<file path="src/rtl/xor_cipher_pkg.sv">
// xor_cipher_pkg: shared sequencer state encoding and default geometry for the cipher key path
package xor_cipher_pkg;
  localparam int KEY_W_DEF = 32;
  localparam int HB_W_DEF = 3;
  localparam int HB_DIV_DEF = 16;
  typedef enum logic [2:0] {S_IDLE, S_LOAD, S_VERIFY, S_RUN, S_ERR} state_e;
endpackage

</file>
<file path="src/rtl/xor_cipher_key_shifter.sv">
// xor_cipher_key_shifter: key shadow, MSB-first bit serialiser and readback comparator
module xor_cipher_key_shifter import xor_cipher_pkg::*; #(
  parameter int KEY_W = KEY_W_DEF
) (
  input  logic             clk,
  input  logic             rst_n,
  input  logic             load,
  input  logic [KEY_W-1:0] key,
  input  logic             shift,
  input  logic             phase,
  input  logic             ret,
  output logic             bit_out,
  output logic             last_bit,
  output logic             mismatch
);
  localparam int CW = $clog2(KEY_W);
  localparam logic [CW-1:0] LAST = CW'(KEY_W - 1);
  logic [KEY_W-1:0] shadow_q, shadow_d;
  logic [CW-1:0] cnt_q, cnt_d;
  logic bit_q, bit_d, chk_q, chk_d, mis_q, mis_d;
  // chk_q marks that bit_q is a readback bit, so ret is compared against it on the following edge
  always_comb begin
    last_bit = cnt_q == LAST;
    mismatch = mis_q | (chk_q & (ret ^ bit_q));
    shadow_d = load ? key : shadow_q;
    cnt_d = load ? '0 : shift ? (last_bit ? '0 : cnt_q + CW'(1)) : cnt_q;
    bit_d = shift & shadow_q[LAST - cnt_q];
    chk_d = shift & phase;
    mis_d = ~load & mismatch;
  end
  always_ff @(posedge clk or negedge rst_n) begin
    if (!rst_n) begin
      shadow_q <= '0;
      cnt_q <= '0;
      bit_q <= 1'b0;
      chk_q <= 1'b0;
      mis_q <= 1'b0;
    end else begin
      shadow_q <= shadow_d;
      cnt_q <= cnt_d;
      bit_q <= bit_d;
      chk_q <= chk_d;
      mis_q <= mis_d;
    end
  end
  assign bit_out = bit_q;
endmodule

</file>
<file path="src/rtl/xor_cipher_key_sequencer.sv">
// xor_cipher_key_sequencer: loads and verifies the core key chain, then gates tx/rx enables
module xor_cipher_key_sequencer import xor_cipher_pkg::*; #(
  parameter int KEY_W = KEY_W_DEF,
  parameter int HB_W = HB_W_DEF,
  parameter int HB_DIV = HB_DIV_DEF
) (
  input  logic             clk,
  input  logic             rst_n,
  input  logic             start,
  input  logic [KEY_W-1:0] key,
  input  logic             tx_req,
  input  logic             rx_req,
  input  logic             cfg_ret,
  output logic             cfg_en,
  output logic             cfg_i,
  output logic             tx_en,
  output logic             rx_en,
  output logic             busy,
  output logic             done,
  output logic             err,
  output logic [HB_W-1:0]  heartbeat
);
  localparam int PW = HB_DIV > 1 ? $clog2(HB_DIV) : 1;
  localparam logic [PW-1:0] PRE_LAST = PW'(HB_DIV - 1);
  state_e state_q, state_d;
  logic tail_q, tail_d, busy_q, busy_d, done_q, done_d, err_q, err_d;
  logic tx_q, tx_d, rx_q, rx_d;
  logic [PW-1:0] pre_q, pre_d;
  logic [HB_W-1:0] hb_q, hb_d;
  logic accept, verify, shifting, finish, bit_out, last_bit, mismatch;
  xor_cipher_key_shifter #(.KEY_W(KEY_W)) u_shifter (
    .clk(clk),
    .rst_n(rst_n),
    .load(accept),
    .key(key),
    .shift(shifting),
    .phase(verify),
    .ret(cfg_ret),
    .bit_out(bit_out),
    .last_bit(last_bit),
    .mismatch(mismatch)
  );
  // VERIFY holds one extra tail cycle so the final readback bit is judged before leaving
  always_comb begin
    accept = start & (state_q inside {S_IDLE, S_RUN, S_ERR});
    verify = state_q == S_VERIFY;
    shifting = (state_q == S_LOAD) | (verify & ~tail_q);
    finish = verify & tail_q;
    state_d = accept ? S_LOAD :
              (state_q == S_LOAD && last_bit) ? S_VERIFY :
              finish ? (mismatch ? S_ERR : S_RUN) : state_q;
    tail_d = verify & ~tail_q & last_bit;
    busy_d = shifting;
    done_d = finish & ~mismatch;
    err_d = finish ? mismatch : err_q & ~accept;
    tx_d = (state_q == S_RUN) & ~accept & tx_req;
    rx_d = (state_q == S_RUN) & ~accept & rx_req;
    pre_d = pre_q == PRE_LAST ? '0 : pre_q + PW'(1);
    hb_d = pre_q == PRE_LAST ? hb_q + HB_W'(1) : hb_q;
  end
  always_ff @(posedge clk or negedge rst_n) begin
    if (!rst_n) begin
      state_q <= S_IDLE;
      tail_q <= 1'b0;
      busy_q <= 1'b0;
      done_q <= 1'b0;
      err_q <= 1'b0;
      tx_q <= 1'b0;
      rx_q <= 1'b0;
      pre_q <= '0;
      hb_q <= '0;
    end else begin
      state_q <= state_d;
      tail_q <= tail_d;
      busy_q <= busy_d;
      done_q <= done_d;
      err_q <= err_d;
      tx_q <= tx_d;
      rx_q <= rx_d;
      pre_q <= pre_d;
      hb_q <= hb_d;
    end
  end
  assign cfg_en = busy_q;
  assign busy = busy_q;
  assign cfg_i = bit_out;
  assign done = done_q;
  assign err = err_q;
  assign tx_en = tx_q;
  assign rx_en = rx_q;
  assign heartbeat = hb_q;
endmodule

</file>
<file path="config.mk">
export PLATFORM = sky130hd
export DESIGN_NAME = xor_cipher_key_sequencer
export DESIGN_NICKNAME = d
export VERILOG_FILES = /design/src/rtl/xor_cipher_pkg.sv /design/src/rtl/xor_cipher_key_shifter.sv /design/src/rtl/xor_cipher_key_sequencer.sv
export SDC_FILE = /design/constraint.sdc
export NUM_CORES = 1
export LEC_CHECK = 0
export ABC_AREA = 1
export BUFFER_PORTS_ARGS = -buffer_cell sky130_fd_sc_hd__buf_4
export CAP_MARGIN = 5
export CORE_MARGIN = 2
export CORE_UTILIZATION = 55
export DETAILED_ROUTE_END_ITERATION = 8
export PLACE_DENSITY = 0.81
export SETUP_SLACK_MARGIN = 0.15
export SLEW_MARGIN = 20
export SYNTH_ARGS = -nofsm -noshare
export SYNTH_HDL_FRONTEND = slang
export SYNTH_SLANG_ARGS = --single-unit
</file>
<file path="constraint.sdc">
create_clock -name clk -period 2.1 [get_ports clk]
set_clock_uncertainty 0.15 [all_clocks]
set_input_delay 0.63 -clock clk [delete_from_list [all_inputs] [get_ports clk]]
set_output_delay 0.63 -clock clk [all_outputs]
set_load 0.01 [all_outputs]
</file>
==> results by stage <==
Floorplanning:
- The area of the die is 5170 sq um.
- The overall die height is 71.9 um.
- Row generation in the floorplan step produced 24 rows.
- The floorplan core area is 4380 sq um.
- The die is 71.9 um wide.
- The effective utilization at floorplan is 0.578.
- 48 I/O pins were placed.

Timing:
- The number of pins with negative max-slew slack in the final report was 0.
- The total negative setup slack is 0 ns.
- Setup repair after global routing left no endpoint under its margin.
- The worst relative slew slack is 0.553.
- For the pin with the worst max-slew slack, the measured transition is 0.670 ns.
- The final worst-path cycle share is 0.893.
- The achievable clock frequency is 533 MHz.
- The number of hold violations in the final report is 0.
- The number of setup violations in the final report is 0.
- For the finished layout, the period the worst path requires is 1.87 ns.

Yosys:
- Counting flops and latches in the post-synthesis netlist gives 56.
- The combined area of all synthesized cells is 2530 sq um.
- The post-synthesis cell count is 313.
- Among all flip-flop cells after synthesis, the most frequent one is sky130_fd_sc_hd__dfrtp_1.
- Yosys attributes the largest share of cell area to sky130_fd_sc_hd__dfrtp_1, sky130_fd_sc_hd__nand2_1, sky130_fd_sc_hd__nand3_1.
- The count of flip-flops with a built-in enable after synthesis is 0.
- In this run the mean area of a mapped cell was 8.10 sq um.
- The proportion of register bits with asynchronous set or reset after synthesis is 1.00.
- The library cell with the largest summed area after synthesis is sky130_fd_sc_hd__dfrtp_1.
- Of the post-synthesis cell area, the dominant cell type holds 0.553.
- The number of library cell types mapped by synthesis is 21.
- During synthesis, Yosys emitted a total of 0 warnings.
- The sequential fraction of the synthesis area is 0.553.
- The total nets after synthesis is 355.

Global routing:
- The number of antenna violations at the first check in global routing came to 0.
- The largest net degree at the start of global routing is 57.
- The via count of the first global-routing pass is 1901.
- The global router's overall resource usage is 0.202.
- The first global-routing pass estimated 8140 um of wire.
- The residual overflow from global routing is 0.

Clock network:
- After clock tree synthesis, the clock-pin slew on the worst setup and hold paths is 0.09 ns.
- The total clock buffers created by CTS is 5.
- After clock tree synthesis, the setup repair step added 0 buffers.
- The number of gates resized after CTS was 0.
- The number of buffers on the longest clock path is 2.
- The total number of clock tree sinks is 56.
- TritonCTS built the clock tree.
- For this design, the CTS-stage hold fixing added 0 buffers.
- In this run the number of H-tree levels came out at 2.
- CTS placed an instance of sky130_fd_sc_hd__clkbuf_8 at the clock tree root.
- At the later pin of the worst-skew pair, clock insertion delay measures 0.30 ns.

Detailed routing:
- The detailed router placed 2104 vias in this run.
- The count of unresolved DRC violations after routing is 0.
- The detailed route wirelength on metal2 is 2290 um.
- For this block, the routed nets add up to 4870 um of wire.
- The detailed-routing wirelength on met1 is 2260 um.
- The detail route stage leaves a number of antenna-violating nets equal to 0.
- Dividing the detail-routed wire length by the instance count gives 11.8 um.
- The top metal layer carrying routed signals is met4.
- Summed over all nets, wire length on met3 after detailed routing comes to 254 um.
- The via density per instance is 5.08.
- After the first detailed-routing iteration, the DRC count stood at 147.
- The number of search-and-repair iterations in the first detailed-routing pass is 4.

Final layout:
- The finished cells cover 3010 sq um.
- Across the whole layout, storage elements account for 1400 sq um.
- The most common library cell in the layout ignoring fill and taps is sky130_fd_sc_hd__nand2_1.
- The number of fill cells in the layout is 379.
- In the final layout, the share of cells above drive strength 1 is 0.180.
- In the layout the commonest cells are sky130_fd_sc_hd__nand2_1, sky130_fd_sc_hd__dfrtp_1, sky130_fd_sc_hd__buf_4, sky130_fd_sc_hd__nand3_1, sky130_fd_sc_hd__inv_1.
- The area of the multi-input gates is 993 sq um.
- The non-filler instance count after layout is 414.
- The area added between synthesis and finish is 18.8%.
- The number of antenna cells inserted is 0.
- At the end of the flow, the number of nets in the layout was 404.

Setup path:
- The type of destination of the critical path is a register.
- Of all nets on the critical path, the largest fanout is 8.
- Data on the critical path arrives at its endpoint at 1.93 ns.
- The critical path class is reg -> reg.
- STA classifies the critical path startpoint as a register.
- At the worst endpoint, the required time is 2.16 ns.

Power and ir drop:
- The completed layout was analyzed and its total power is 3.76 mW.
- The power density over the cells is 1250 nW/um^2.
- The total leakage power is 1.64 nW.
- The worst vdd rail ir drop is 0.520 mV.

Worst hold path:
- The type of the worst min-delay path is in -> async.

Placed design:
- The count of buffers from port buffering is 47.
- The cell count after placement is 407.
- At the end of routability-driven placement, the weighted congestion stood at 0.830.
- The post-place instance area is 2930 sq um.
- The detailed placer's ending HPWL is 3430 um.

Run:
- The max-cap violation count is 0.

Status:
- The run finished with clean final reports.
[Yosys cell counts (2+ instances only)]
cell,n
sky130_fd_sc_hd__inv_1,19
sky130_fd_sc_hd__nand4_1,4
sky130_fd_sc_hd__buf_2,7
sky130_fd_sc_hd__nor2_1,12
sky130_fd_sc_hd__nand2_1,154
sky130_fd_sc_hd__ha_1,4
sky130_fd_sc_hd__o21ai_0,8
sky130_fd_sc_hd__buf_4,3
sky130_fd_sc_hd__inv_2,2
sky130_fd_sc_hd__a21oi_1,7
sky130_fd_sc_hd__dfrtp_1,56
sky130_fd_sc_hd__xnor2_1,2
sky130_fd_sc_hd__nand3_1,27
[cells by family (layout without fill, tap and decap cells)]
group	count (synthesis)	in the layout	synth area share
XOR/XNOR	2	2	0.00691
multiplexers	1	1	0.00444
AND/OR/NAND/NOR	200	200	0.317
AO/OA/AOI/OAI	18	18	0.0439
buffers and inverters	32	81	0.0553
flip-flops	56	56	0.553
adder cells (fa/ha/maj)	4	4	0.0197
[area by class of cell]
type                            count  area share
Timing Repair Buffer               52       0.130
Clock inverter                      1     0.00166
Sequential cell                    56       0.466
Clock buffer                        6      0.0241
Multi-Input combinational cell    225       0.330
Inverter                           22      0.0274
Tap cell                           52      0.0216
[final timing paths]
path | startpoint | to | slack [ns] | depth (start not counted)
worst max-delay path | u_shifter.cnt_q[1] | state_q[1] | 0.23 | 6
worst min-delay path | rst_n | pre_q[2] | 0.21 | 1
worst max register to register | u_shifter.cnt_q[1] | state_q[1] | 0.23 | 6
worst min register to register | tail_q | u_shifter.chk_q | 0.30 | 1
max in group asynchronous | rst_n | u_shifter.shadow_q[18] | 1.15 | 1
min in group clk | tail_q | u_shifter.chk_q | 0.30 | 1
[critical path, stage by stage (launching register included)]
cell and delay [ns]:
sky130_fd_sc_hd__dfrtp_1 0.53, sky130_fd_sc_hd__ha_1 0.23, sky130_fd_sc_hd__nand2_1 0.08, sky130_fd_sc_hd__nor2_1 0.10, sky130_fd_sc_hd__ha_1 0.23, sky130_fd_sc_hd__nand4_1 0.15
sky130_fd_sc_hd__a211oi_1 0.30
[state kept, by name, indices dropped and copies added (netlist names), 3 cells and up]
name	cells
heartbeat	3
pre_q	4
state_q	3
u_shifter.cnt_q	5
u_shifter.shadow_q	32
[power by group]
| part | internal, mW | total, mW | switching (mW) |
|---|---|---|---|
| registers | 1.47 | 1.72 | 0.251 |
| logic | 0.582 | 1.49 | 0.905 |
| clock network | 0.228 | 0.546 | 0.318 |
| total | 2.28 | 3.76 | 1.47 |
[routing by layer]
metal | vias to the layer above | global-route usage
met5 | - | 0
met4 | 0 | 0.0734
met3 | 6 | 0.0431
met2 | 52 | 0.319
met1 | 975 | 0.280
li1 | 1071 | -
[stage by stage]
stage	util	setup slack, ns	hold slack [ns]
3_5_place_dp	0.669	0.144	0.290
3_3_place_gp	0.669	0.176	0.278
4_1_cts	0.687	0.257	0.234
6_report	0.687	0.225	0.214
2_1_floorplan	-	0.577	0.184
5_1_grt	0.687	0.165	0.269
(Power assumes the default switching activity.)
